**src/rtl/spi_target.sv**
```systemverilog
// spi_target: SPI target (CPOL=0, MSB first) decoding 16-bit R/W register frames into a parallel bus.
module spi_target #(
  parameter int WORD_WIDTH  = 8,
  parameter int SYNC_STAGES = 2
) (
  input  logic                  i_clock,
  input  logic                  i_reset,
  input  logic                  enable,
  input  logic                  SCLK,
  input  logic                  CS,
  input  logic                  MOSI,
  output logic                  MISO,
  output logic [WORD_WIDTH-2:0] o_addr,
  output logic [WORD_WIDTH-1:0] o_wr_data,
  output logic                  o_wr_strobe,
  output logic                  o_rd_req,
  input  logic [WORD_WIDTH-1:0] i_rd_data,
  output logic                  busy,
  output logic                  o_transaction_complete,
  output logic                  o_frame_error
);
  localparam int CW = $clog2(2 * WORD_WIDTH);
  typedef enum logic [1:0] {IDLE, ADDR, DATA, DONE} state_t;
  state_t state, nxt;
  logic [SYNC_STAGES-1:0] sclk_sy, cs_sy, mosi_sy;
  logic [SYNC_STAGES:0] vld;
  logic sclk_q, cs_q, armed, rd_ld, rw;
  logic sclk_s, cs_s, mosi_s, sclk_rise, sclk_fall, cs_rise, cs_fall, shift_en, last_a, last_d;
  logic [CW-1:0] bit_cnt;
  logic [WORD_WIDTH-2:0] sh;
  logic [WORD_WIDTH-1:0] tx;
  assign sclk_s    = sclk_sy[SYNC_STAGES-1];
  assign cs_s      = cs_sy[SYNC_STAGES-1];
  assign mosi_s    = mosi_sy[SYNC_STAGES-1];
  assign sclk_rise = sclk_s & ~sclk_q;
  assign sclk_fall = ~sclk_s & sclk_q;
  assign cs_rise   = cs_s & ~cs_q;
  // armed only after CS is seen high once the chain holds real pin values, so a frame cut by reset is ignored
  assign cs_fall   = ~cs_s & cs_q & armed;
  assign shift_en  = sclk_rise & ~cs_s & (state == ADDR || state == DATA);
  assign last_a    = shift_en && state == ADDR && bit_cnt == CW'(WORD_WIDTH - 1);
  assign last_d    = shift_en && state == DATA && bit_cnt == CW'(2 * WORD_WIDTH - 1);
  always_ff @(posedge i_clock) begin
    if (i_reset) begin
      sclk_sy <= '0;
      cs_sy   <= '1;
      mosi_sy <= '0;
      sclk_q  <= 1'b0;
      cs_q    <= 1'b1;
      vld     <= '0;
      armed   <= 1'b0;
    end else begin
      sclk_sy[0] <= SCLK;
      cs_sy[0]   <= CS;
      mosi_sy[0] <= MOSI;
      for (int i = 1; i < SYNC_STAGES; i++) begin
        sclk_sy[i] <= sclk_sy[i-1];
        cs_sy[i]   <= cs_sy[i-1];
        mosi_sy[i] <= mosi_sy[i-1];
      end
      sclk_q <= sclk_s;
      cs_q   <= cs_s;
      vld    <= {vld[SYNC_STAGES-1:0], 1'b1};
      armed  <= armed | (vld[SYNC_STAGES] & cs_s);
    end
  end
  always_ff @(posedge i_clock) begin
    if (i_reset) state <= IDLE;
    else state <= nxt;
  end
  always_comb begin
    nxt = state;
    unique case (state)
      IDLE: nxt = (cs_fall && enable) ? ADDR : IDLE;
      ADDR: nxt = cs_rise ? IDLE : last_a ? DATA : ADDR;
      DATA: nxt = cs_rise ? IDLE : last_d ? DONE : DATA;
      DONE: nxt = cs_rise ? IDLE : DONE;
    endcase
  end
  always_comb busy = state != IDLE;
  always_ff @(posedge i_clock) begin
    if (i_reset) begin
      bit_cnt                <= '0;
      sh                     <= '0;
      rw                     <= 1'b0;
      tx                     <= '0;
      rd_ld                  <= 1'b0;
      MISO                   <= 1'b0;
      o_addr                 <= '0;
      o_wr_data              <= '0;
      o_wr_strobe            <= 1'b0;
      o_rd_req               <= 1'b0;
      o_transaction_complete <= 1'b0;
      o_frame_error          <= 1'b0;
    end else begin
      o_rd_req               <= last_a & sh[WORD_WIDTH-2];
      o_wr_strobe            <= last_d & ~rw;
      o_frame_error          <= cs_rise & (state == ADDR || state == DATA);
      o_transaction_complete <= cs_rise & (state == DONE);
      rd_ld                  <= o_rd_req;
      bit_cnt <= (state == IDLE) ? '0 : shift_en ? bit_cnt + 1'b1 : bit_cnt;
      if (shift_en) sh <= {sh[WORD_WIDTH-3:0], mosi_s};
      if (last_a) begin
        rw     <= sh[WORD_WIDTH-2];
        o_addr <= {sh[WORD_WIDTH-3:0], mosi_s};
      end
      if (last_d && !rw) o_wr_data <= {sh, mosi_s};
      if (rd_ld) tx <= i_rd_data;
      else if (sclk_fall && state == DATA) tx <= tx << 1;
      MISO <= (state == DATA && rw) ? (sclk_fall ? tx[WORD_WIDTH-1] : MISO) : 1'b0;
    end
  end
endmodule

```
**config.mk**
```make
export PLATFORM = sky130hd
export DESIGN_NAME = spi_target
export DESIGN_NICKNAME = d
export VERILOG_FILES = /design/src/rtl/spi_target.sv
export SDC_FILE = /design/constraint.sdc
export NUM_CORES = 1
export LEC_CHECK = 0
export CORE_ASPECT_RATIO = 0.6
export CORE_MARGIN = 3
export CORE_UTILIZATION = 39
export CTS_CLUSTER_DIAMETER = 50
export CTS_CLUSTER_SIZE = 10
export DETAILED_ROUTE_END_ITERATION = 8
export GPL_ROUTABILITY_DRIVEN = 0
export PLACE_DENSITY = 0.64
export SLEW_MARGIN = 20
export SYNTH_ARGS = -nofsm -noshare
export SYNTH_HDL_FRONTEND = slang
export SYNTH_SLANG_ARGS = --single-unit
```
**constraint.sdc**
```tcl
create_clock -name i_clock -period 4 [get_ports i_clock]
set_input_delay 0.8 -clock i_clock [delete_from_list [all_inputs] [get_ports i_clock]]
set_output_delay 0.8 -clock i_clock [all_outputs]
set_load 0.01 [all_outputs]
```
=== After elaboration in Yosys (flattened, before gate mapping) ===
Index checks and enable logic that the tools add are counted.

* Add/subtract/negate cells: 1
* Equal/unequal tests: 5
* Muxes and demuxes: 10
* Bitwise logic cells: 19
* Reduce and logical (&&, ||, !) cells: 15

{| class="wikitable"
|+ Operators with widths
! operator !! count
|-
| two-way mux 8 bit || 2
|-
| bitwise AND 1 bit || 12
|-
| logical AND 1 bit || 8
|-
| two-way mux 2 bit || 4
|-
| case mux 2 bit (4 select lines) || 1
|-
| inverter 1 bit || 6
|-
| adder 4 x 1 -> 4 bit (second input constant) || 1
|-
| == test 2 bit (second input constant) || 2
|-
| == test 4 x 3 -> 1 bit (second input constant) || 1
|-
| == test 4 bit (second input constant) || 1
|-
| nonzero test 2 bit || 2
|-
| OR reduction 2 bit || 2
|-
| two-way mux 1 bit || 3
|-
| == test 2 x 1 -> 1 bit (second input constant) || 1
|-
| zero test 2 bit || 1
|-
| zero test 1 bit || 1
|-
| logical OR 1 bit || 1
|-
| bitwise OR 1 bit || 1
|}

* Register bits after elaboration: 55
* Output and inout bits: 21
* Word-level logic and storage cells: 71

=== Logic depth before layout (Yosys ltp) ===
* Depth after elaboration: 9
* Gate-level depth with buffers: 7
* Depth with buffers taken out: 5

=== Least setup slack after synthesis ===
OpenSTA, ideal clock, no wires.

* Kind: register to register
* From: register state[0]
* To: register o_wr_data[7]
* Setup time: 0.120 ns
* Data arrival time: 1.614 ns
* Required time: 3.880 ns
* Setup slack: 2.266 ns
* Cell stages (with the launch flop): 7
* Buffers on the path: 1
* Period minus slack after synthesis: 1.734 ns
* Cell sequence: dfxtp_1 > inv_1 > ha_1 > nand4bb_4 > or4_4 > buf_6 > mux2i_1

* Word-level cells in the longest chain between the ends: 6

{| class="wikitable"
|+ RTL lines
! what !! line !! text
|-
| from (decl) || 24 || <nowiki>state_t state, nxt;</nowiki>
|-
| from (signal assigned) || 69 || <nowiki>else state <= nxt;</nowiki>
|-
| == test 2 x 1 -> 1 bit or == test 2 bit (tied branches) || 40, 42 ||
|-
| logical OR 1 bit || 40 || <nowiki>assign shift_en = sclk_rise & ~cs_s & (state == ADDR || state == DATA);</nowiki>
|-
| bitwise AND 1 bit || 40 ||
|-
| logical AND 1 bit (*) (2 in a row) || 42 || <nowiki>assign last_d = shift_en && state == DATA && bit_cnt == CW'(2 * WORD_WIDTH - 1);</nowiki>
|-
| logical AND 1 bit (*) || 107 || <nowiki>if (last_d && !rw) o_wr_data <= {sh, mosi_s};</nowiki>
|-
| to (signal assigned) || 107 ||
|-
| to (decl) || 14 || <nowiki>output logic [WORD_WIDTH-1:0] o_wr_data,</nowiki>
|}

Every way passes the cells marked *; elsewhere a longest branch is shown, timed or not.
A chain may end at the register's enable or synchronous reset.

==> summary.txt <==
CTS
  • Clk_lat worst skew: 300 ps
  • H-Tree Depth: 2
  • Clock Tree Buf Depth: 2
  • Clk sinks: 55
  • Num CTS Buffers: 5
  • Post CTS Setup Buffer Count: 0
  • Clock-pin slew on the worst setup and hold paths: 90 ps
  • Clock root cell: clkbuf_8
  • Resized Gates After CTS: 0
  • TritonCTS clock tree: done
  • Hold Buf Count CTS: 0

Setup path
  • Worst setup path category: primary input to register
  • CP endpoint kind: register
  • FF-to-FF setup slack: 1760 ps
  • Type of origin of the critical path: primary input
  • Critical path's largest stage delay: 810 ps
  • Arr. time, crit path: 2670 ps
  • Delay-heaviest family, CP: buffers and inverters
  • Buffer and inverter count on the worst path: 2
  • Worst path cell trace: clkdlybuf4s50_1 -> clkinv_1 -> nand2_1 -> mux2i_1
  • Slowest CP cell: clkdlybuf4s50_1
  • Critical path peak fanout: 19
  • Req. time, crit path: 4180 ps

Pwr
  • PD cells: 368 mW/mm^2
  • Leak: 0.999 nW
  • Design Power: 959 uW
  • Worst vdd rail ir drop: 0.157 mV

STA
  • Setup Skew: 6.88 ps
  • Maximum clock rate: 401 MHz
  • RSZ-0062 raised after global routing: no
  • Worst-margin pin slew: 563 ps
  • Hold Fails Final Rpt: 0
  • Fin Setup TNS: 0 ps
  • Endpoints failing setup: 0
  • Slew headroom: 62.3%
  • Max Transition Viols Final: 0
  • Fin crit share: 62.3%
  • Min cycle time layout: 2490 ps

Place
  • DP Wirelength: 2910 um
  • I/O Buffers: 34

Synth
  • Avg Inst Size Synth: 9.83 um^2
  • Number of synthesized flops with an enable pin: 0
  • Distinct cells, synth: 33
  • Synth Warn #: 0
  • Post-Syn Area: 0.00212 mm^2
  • Syn Nets: 235
  • Synth async-reset ratio: 0%
  • Ys flop type: dfxtp_1
  • Post-synthesis sequential area ratio: 51.9%
  • Mapped Cells: 216
  • Flops & latches, synth: 55

Hold path
  • Worst hold-check path type: register to register

Drt
  • Routed vias: 1,563
  • First drt pass iteration count: 4
  • DR iter-0 viols: 103
  • Drt drc: 0
  • Final WL: 4200 um
  • DRT antenna net count: 0
  • WL per Instance: 13.5 um
  • Via density: 5.01

Global routing
  • Vias in the first global route: 1,569
  • GR Overflow Total: 0
  • First-pass GRT wire length: 7290 um
  • Initial antenna violation count: 0
  • Largest net degree at the start of global routing: 27
  • GRT Util Overall: 14.1%

Flow run
  • Max-cap violations: 0

Layout
  • Area delta synth->final: 22.9%
  • FF/Latch Area: 0.00110 mm^2
  • ANT cells: 0
  • Layout Nets: 264
  • Filler cells: 470
  • Area of the multi-input gates: 933 um^2
  • Layout cell share with drive strength beyond 1: 8.94%
  • Commonest non-fill, non-tap cell in the layout: dfxtp_1
  • Commonest non-fill, non-tap cells in the layout: dfxtp_1 (55), clkdlybuf4s50_1 (34), nand2_1 (30)

Floorplanning
  • Rows: 20
  • Die Y: 63.2 um
  • Area of the core: 0.00515 mm^2
  • I/O pin cnt: 35
  • Initial Util: 41.2%
  • Die Width: 101 um
  • Die area: 0.00639 mm^2

Status
  • Status: finished, final reports clean
-- power by group --
part	total [mW]	leakage (nW)	switching [mW]	internal (mW)
logic	0.0295	0.493	0.0124	0.0171
clock network	0.374	0.0612	0.172	0.203
registers	0.555	0.445	0.00296	0.552
-- worst reg2reg max path: stages, from the launching register on --
cell and delay (ps):
dfxtp_1 370, inv_1 70, ha_1 390, nand4bb_4 330, or3_1 670, a31o_2 320
-- cell usage after synthesis, types with 3 or more instances --
master | number | share of area, %
nor4_1 | 7 | 2.1
nor2_1 | 12 | 2.1
or2_2 | 3 | 0.88
dfxtp_1 | 55 | 52
ha_1 | 5 | 2.9
a211oi_1 | 8 | 2.8
nor2b_1 | 8 | 2.4
a21oi_1 | 13 | 3.1
clkbuf_1 | 7 | 1.2
buf_2 | 5 | 1.2
inv_1 | 6 | 1.1
or3_1 | 3 | 0.88
a31o_2 | 7 | 2.9
nand2b_1 | 9 | 2.7
nand2_1 | 30 | 5.3
mux2i_1 | 17 | 8.0
-- layer usage --
metal / part of all wire (%) / vias to the layer above / track usage, %
met1: 57 / 728 / 22.1
met5: 0 / - / 0
met3: 5.0 / 5 / 4.20
li1: - / 802 / -
met4: 0.83 / 0 / 3.48
met2: 37 / 28 / 18.5
-- area by class of cell --
| class | count | share of cell area, % |
|---|---|---|
| clock buffer | 6 | 3.17 |
| clock inverter | 2 | 1.34 |
| inverter | 7 | 1.01 |
| multi-input combinational | 141 | 35.8 |
| sequential | 55 | 42.2 |
| tap | 66 | 3.17 |
| timing repair buffer | 35 | 13.3 |
-- state kept, by name, summed over array words and instances, names as in the netlist, 2 cells and up --
register and cells:
tx 8, state 2, o_wr_data 8, bit_cnt 4, sh 7, cs_sy 2
vld 3, o_addr 7, mosi_sy 2, sclk_sy 2
-- through the flow --
stage          instance area, um^2  utilization, %  setup slack [ps]  instances  hold slack (ps)
5_1_grt                       2610            50.6              1430        312              430
4_1_cts                       2610            50.6              1520        312              420
6_report                      2610            50.6              1510        312              417
2_1_floorplan                 2120               -              2270        216              389
3_3_place_gp                  2490            48.3              1300        304              393
3_5_place_dp                  2490            48.3              1230        304              398
-- worst paths after layout --
kind,start,endpoint,cells past startpoint
setup reg to reg,state[0]$_SDFF_PP0_,o_addr[4]$_SDFFE_PP0P_,5
hold reg to reg,cs_sy[0]$_SDFF_PP1_,cs_sy[1]$_SDFF_PP1_,1
hold / removal,cs_sy[0]$_SDFF_PP1_,cs_sy[1]$_SDFF_PP1_,1
setup / recovery,i_reset,rw$_SDFFE_PP0P_,4
-- kinds of logic after synthesis --
logic type               after synthesis  share of synthesized area [%]
multiplexers                          17                           8.01
flip-flops                            55                           51.9
adder cells (fa/ha/maj)                5                           2.95
buffers and inverters                 20                           4.18
XOR/XNOR                               1                          0.413
AND/OR/NAND/NOR                       85                           22.2
AO/OA/AOI/OAI                         33                           10.4
No activity file was read; power rests on OpenSTA's default activity.
==> variant 1 (same settings) <==
The parameter `SYNC_STAGES` goes from 2 to 1.
--- a/src/rtl/spi_target.sv
+++ b/src/rtl/spi_target.sv
@@ -2,5 +2,5 @@
 module spi_target #(
   parameter int WORD_WIDTH  = 8,
-  parameter int SYNC_STAGES = 2
+  parameter int SYNC_STAGES = 1
 ) (
   input  logic                  i_clock,
Check against the original RTL: not equivalent (Yosys sat finds a counterexample within 10 cycles, from zero or initial values and one cycle with i_reset high).
==> variant 1 against the unedited design <==
  * Setup slack improved by 0.075 ns
  * Register-to-register slack improved by 0.05 ns
  * Core utilization up 1.3 points
  * Area after synthesis fell by 4.4%
  * Power is 4.1% lower
  * Wire length is 5.9% higher
  * Sequential cell count decreased by 4
  * Die area fell by 4.0%
  * Sequential power decreased by 7.2%
  * Cell area down 4.4%
==> variant 1: results (changes against the unedited design) <==
top cells by count, synth = 51 x dfxtp_1, 29 x a21oi_1, 21 x nand2_1 (was 55 x dfxtp_1, 30 x nand2_1, 17 x mux2i_1)
VDD IR-drop max = 182 uV (was 157 uV)
vias = 1617 (was 1563)
Root Driver = clkbuf_8 (unchanged)
worst-path fanout max = 3 (was 19)
antenna cells = 0 (unchanged)
first-pass GRT wire length = 7.25 mm (was 7.29 mm)
initial antenna violation count = 0 (unchanged)
Max-cap violations = 0 (unchanged)
largest net degree at the start of global routing = 31 (was 27)
fill count = 472 (was 470)
status = finished, final reports clean (unchanged)
Num CTS Buffers = 5 (unchanged)
1st-pass router iterations = 4 (unchanged)
post_cts resized = 0 (unchanged)
Setup Skew = 0.00813 ns (was 0.00688 ns)
Post-CTS Setup Repair Bufs = 0 (unchanged)
Final nets = 265 (was 264)
HPWL Detailed = 3.03 mm (was 2.91 mm)
placed insts = 302 (was 304)
Adder-Cell Fraction of Synth Area = 0.0308 (was 0.0295)
post-synthesis xor/xnor area fraction = 0.00431 (was 0.00412)
largest cells by area after synthesis = dfxtp_1 50%, a21oi_1 7.1%, mux2i_1 3.9% (was dfxtp_1 52%, mux2i_1 8.0%, nand2_1 5.3%)
Port-buffer cells = 34 (unchanged)
ys async rst share = 0 (unchanged)
layout cell share with drive strength beyond 1 = 0.0486 (was 0.0894)
slowest stage delay, CP = 0.53 ns (was 0.81 ns)
mux cell area share after synthesis = 0.0394 (was 0.0801)
syn nets = 238 (was 235)
Mapped Cells = 219 (was 216)
worst path arrival time = 1.62 ns (was 2.67 ns)
Slew @ Worst Pin = 0.873 ns (was 0.563 ns)
CTS max path bufs = 2 (unchanged)
post-synthesis sequential area ratio = 0.503 (was 0.519)
overall global routing resource usage = 0.154 (was 0.141)
WL/cell = 14.4 microns (was 13.5 microns)
Leakage = 0.000890 uW (was 0.000999 uW)
synthesis warning total = 0 (unchanged)
fraction of the mapped netlist area in compound gates = 0.169 (was 0.104)
Non-Filler Instances = 310 (was 312)
clk_lat worst skew = 0.31 ns
number of global-route vias before repair = 1422 (was 1569)
Unique masters post-synth = 35 (was 33)
starting DRC count in detailed routing = 150 (was 103)
==> variant 1: metrics by stage <==
stage | total power (uW) | utilization | hold WS, ns | worst slack, ns | cell area, sq um
finish | 920 | 0.519 | 0.446 | 1.58 | 2490
global route | 950 | 0.519 | 0.460 | 1.50 | 2490
CTS | 927 | 0.519 | 0.450 | 1.58 | 2490
detailed placement | 556 | 0.495 | 0.429 | 1.86 | 2380
global placement | 557 | 0.495 | 0.423 | 1.94 | 2380
floorplan | 539 | - | 0.414 | 2.43 | 2030
==> variant 1: layout make-up <==
| cell class | instances | area [sq um] | area share |
|---|---|---|---|
| multi-input cells | 144 | 891 | 0.357 |
| flip-flops and latches | 51 | 1020 | 0.409 |
| clock inverters | 2 | 35.0 | 0.0140 |
| well taps | 63 | 78.8 | 0.0316 |
| inverters | 8 | 30.0 | 0.0120 |
| repair buffers | 36 | 355 | 0.142 |
| clock buffers | 6 | 82.6 | 0.0331 |
==> variant 1: final timing paths <==
path	startpoint	end	slack [ns]	cells after the start
max	state[0]$_SDFF_PP0_	busy	1.58	4
max reg2reg	state[0]$_SDFF_PP0_	state[0]$_SDFF_PP0_	1.81	5
min reg2reg	vld[0]$_DFF_P_	vld[1]$_SDFF_PP0_	0.45	1
min	vld[0]$_DFF_P_	vld[1]$_SDFF_PP0_	0.45	1
==> variant 1: critical path: cells and delay by family, from the launching register on <==
family | cells | cell delay (ns)
fa+ha+maj | 1 | 0.22
buf+inv | 3 | 0.70
flops | 1 | 0.38
==> variant 1: metal layers <==
layer / vias up / share of wire / global-route usage
met1: 735 / 0.55 / 0.237
met4: 0 / 0.013 / 0.0642
met2: 44 / 0.38 / 0.196
met3: 5 / 0.061 / 0.0435
li1: 833 / - / -
met5: - / 0 / 0
==> variant 1: logic make-up after synthesis <==
family,Yosys count
buffers and inverters,24
adders and majority gates,5
xor gates and xnor gates,1
AOI/OAI and AO/OA,58
muxes,8
and+or+nand+nor,72
DFF,51
==> variant 1: power by group <==
part | internal (uW) | leakage (uW) | switching (uW)
clock | 203 | 0.0000612 | 173
sequential | 512 | 0.000413 | 3.45
combinational | 17.2 | 0.000417 | 12.3
==> variant 2 (same flow settings) <==
Made on the original files. Add an input register stage for `enable`, `CS`, `MOSI` and `i_rd_data`, without a reset; this delays them by one clock.
--- a/src/rtl/spi_target.sv
+++ b/src/rtl/spi_target.sv
@@ -22,4 +22,17 @@
   localparam int CW = $clog2(2 * WORD_WIDTH);
   typedef enum logic [1:0] {IDLE, ADDR, DATA, DONE} state_t;
+
+  logic enable_q;
+  logic CS_q;
+  logic MOSI_q;
+  logic [WORD_WIDTH-1:0] i_rd_data_q;
+
+  always_ff @(posedge i_clock) begin
+    enable_q    <= enable;
+    CS_q        <= CS;
+    MOSI_q      <= MOSI;
+    i_rd_data_q <= i_rd_data;
+  end
+
   state_t state, nxt;
   logic [SYNC_STAGES-1:0] sclk_sy, cs_sy, mosi_sy;
@@ -52,6 +65,6 @@
     end else begin
       sclk_sy[0] <= SCLK;
-      cs_sy[0]   <= CS;
-      mosi_sy[0] <= MOSI;
+      cs_sy[0]   <= CS_q;
+      mosi_sy[0] <= MOSI_q;
       for (int i = 1; i < SYNC_STAGES; i++) begin
         sclk_sy[i] <= sclk_sy[i-1];
@@ -72,5 +85,5 @@
     nxt = state;
     unique case (state)
-      IDLE: nxt = (cs_fall && enable) ? ADDR : IDLE;
+      IDLE: nxt = (cs_fall && enable_q) ? ADDR : IDLE;
       ADDR: nxt = cs_rise ? IDLE : last_a ? DATA : ADDR;
       DATA: nxt = cs_rise ? IDLE : last_d ? DONE : DATA;
@@ -106,5 +119,5 @@
       end
       if (last_d && !rw) o_wr_data <= {sh, mosi_s};
-      if (rd_ld) tx <= i_rd_data;
+      if (rd_ld) tx <= i_rd_data_q;
       else if (sclk_fall && state == DATA) tx <= tx << 1;
       MISO <= (state == DATA && rw) ? (sclk_fall ? tx[WORD_WIDTH-1] : MISO) : 1'b0;
Function: changed (a bounded check fails within 10 cycles, from zero or initial values and one cycle with i_reset high).
==> variant 2 against the unedited design <==
  * Cell area increased by 11%
  * Wire length decreased by 4.4%
  * Non-clock buffer count unchanged
  * Global-route usage decreased by 1.1 points
  * Synthesized cell count decreased by 2.3%
  * Area after synthesis increased by 6.2%
  * Power increased by 43%
  * Sequential cell count increased by 11
  * Setup slack got worse by 0.055 ns
  * Critical endpoint is now o_wr_data[6]$_SDFFE_PP0P_
  * Highest routed layer unchanged
==> variant 2: results (changes against the unedited design) <==
status = finished, final reports clean (unchanged)
H-tree levels = 3 (was 2)
Hold Path End = cs_sy[0]$_SDFF_PP1_ (was cs_sy[1]$_SDFF_PP1_)
fraction of the mapped netlist area in compound gates = 0.0322 (was 0.104)
R2R Path End = o_wr_data[6]$_SDFFE_PP0P_ (was o_addr[4]$_SDFFE_PP0P_)
HPWL Detailed = 2.69 mm (was 2.91 mm)
Avg Inst Size Synth = 10.7 sq um (was 9.83 sq um)
overall global routing resource usage = 0.130 (was 0.141)
mux cell area share after synthesis = 0.137 (was 0.0801)
Slowest-stage cell, CP = nor3_4 (was clkdlybuf4s50_1)
Unique masters post-synth = 29 (was 33)
Adder-Cell Fraction of Synth Area = 0.0277 (was 0.0295)
syn nets = 230 (was 235)
Slew HR = 0.533 (was 0.623)
worst-path fanout max = 14 (was 19)
vias = 1500 (was 1563)
WL final = 4.02 mm (was 4.20 mm)
biggest regs = i_rd_data_q x8, o_wr_data x8, tx x8 (was o_wr_data x8, tx x8)
CP delay by family, top = simple AND/OR/NAND/NOR gates (was buffers and inverters)
met3 wire len = 273 microns (was 212 microns)
worst r2r path cells = 6 (was 5)
Leakage = 0.00104 uW (was 0.000999 uW)
placed cell area = 2660 sq um (was 2490 sq um)
M1 WL = 2.16 mm (was 2.40 mm)
placed insts = 314 (was 304)
top cells by count, synth = 66 x dfxtp_1, 27 x nor2_1, 23 x mux2i_1 (was 55 x dfxtp_1, 30 x nand2_1, 17 x mux2i_1)
slowest stage delay, CP = 0.73 ns (was 0.81 ns)
type of the most critical hold path = reg -> reg (unchanged)
Setup Skew = 0.00722 ns (was 0.00688 ns)
Critical R2R Launch = state[1]$_SDFF_PP0_ (was state[0]$_SDFF_PP0_)
VDD IR-drop max = 237 uV (was 157 uV)
worst path arrival time = 2.75 ns (was 2.67 ns)
Final min period = 2.55 ns (was 2.49 ns)
starting DRC count in detailed routing = 30 (was 103)
Min Hold Slack = 0.414 ns (was 0.417 ns)
largest net degree at the start of global routing = 29 (was 27)
dpl ws = 1.46 ns (was 1.23 ns)
Synth top area share = 0.586 (was 0.519)
Clock Pin Slew Worst Setup and Hold Paths = 0.07 ns (was 0.09 ns)
met2 WL = 1.53 mm (was 1.56 mm)
post-synthesis xor/xnor area fraction = 0.0117 (was 0.00412)
layout cell share with drive strength beyond 1 = 0.123 (was 0.0894)
clk_lat worst skew = 0.34 ns (was 0.30 ns)
number of global-route vias before repair = 1405 (was 1569)
## variant 2: cell count changes after synthesis, moves of 4 or more
cell / unedited run / this run
a31o_2: 7 / 0
dfxtp_1: 55 / 66
a211oi_1: 8 / 0
mux2_2: 0 / 7
nand2b_1: 9 / 1
nor2_1: 12 / 27
nor4_1: 7 / 1
buf_2: 5 / 1
mux2i_1: 17 / 23
nand2_1: 30 / 21
## variant 2: how the worst max path moves through the flow
stage | endpoint | cells after the start | start
3_5_place_dp | o_wr_data[5]$_SDFFE_PP0P_ | 6 | state[1]$_SDFF_PP0_
4_1_cts | o_wr_data[6]$_SDFFE_PP0P_ | 6 | state[1]$_SDFF_PP0_
5_1_grt | o_wr_data[6]$_SDFFE_PP0P_ | 6 | state[0]$_SDFF_PP0_
6_report | o_wr_data[6]$_SDFFE_PP0P_ | 6 | state[1]$_SDFF_PP0_
3_3_place_gp | o_wr_data[5]$_SDFFE_PP0P_ | 6 | state[1]$_SDFF_PP0_
2_1_floorplan | o_wr_data[7]$_SDFFE_PP0P_ | 7 | state[0]$_SDFF_PP0_
## variant 2: routing by layer
metal | track usage | up-vias
met5 | 0 | -
met3 | 0.0657 | 6
met2 | 0.162 | 32
met1 | 0.180 | 686
li1 | - | 776
met4 | 0.0647 | 0
## variant 2: layout make-up
| cell class | instances | area (sq um) |
|---|---|---|
| clock buffer | 9 | 124 |
| clock inverter | 7 | 124 |
| fill | 482 | 2400 |
| inverter | 4 | 15.0 |
| multi-input combinational | 132 | 880 |
| sequential | 66 | 1320 |
| tap | 77 | 96.3 |
| timing repair buffer | 35 | 348 |
## variant 2: power breakdown
| part | internal, uW | switching, uW |
|---|---|---|
| sequential | 668 | 3.81 |
| combinational | 15.6 | 10.5 |
| clock | 419 | 259 |
| total | 1100 | 273 |
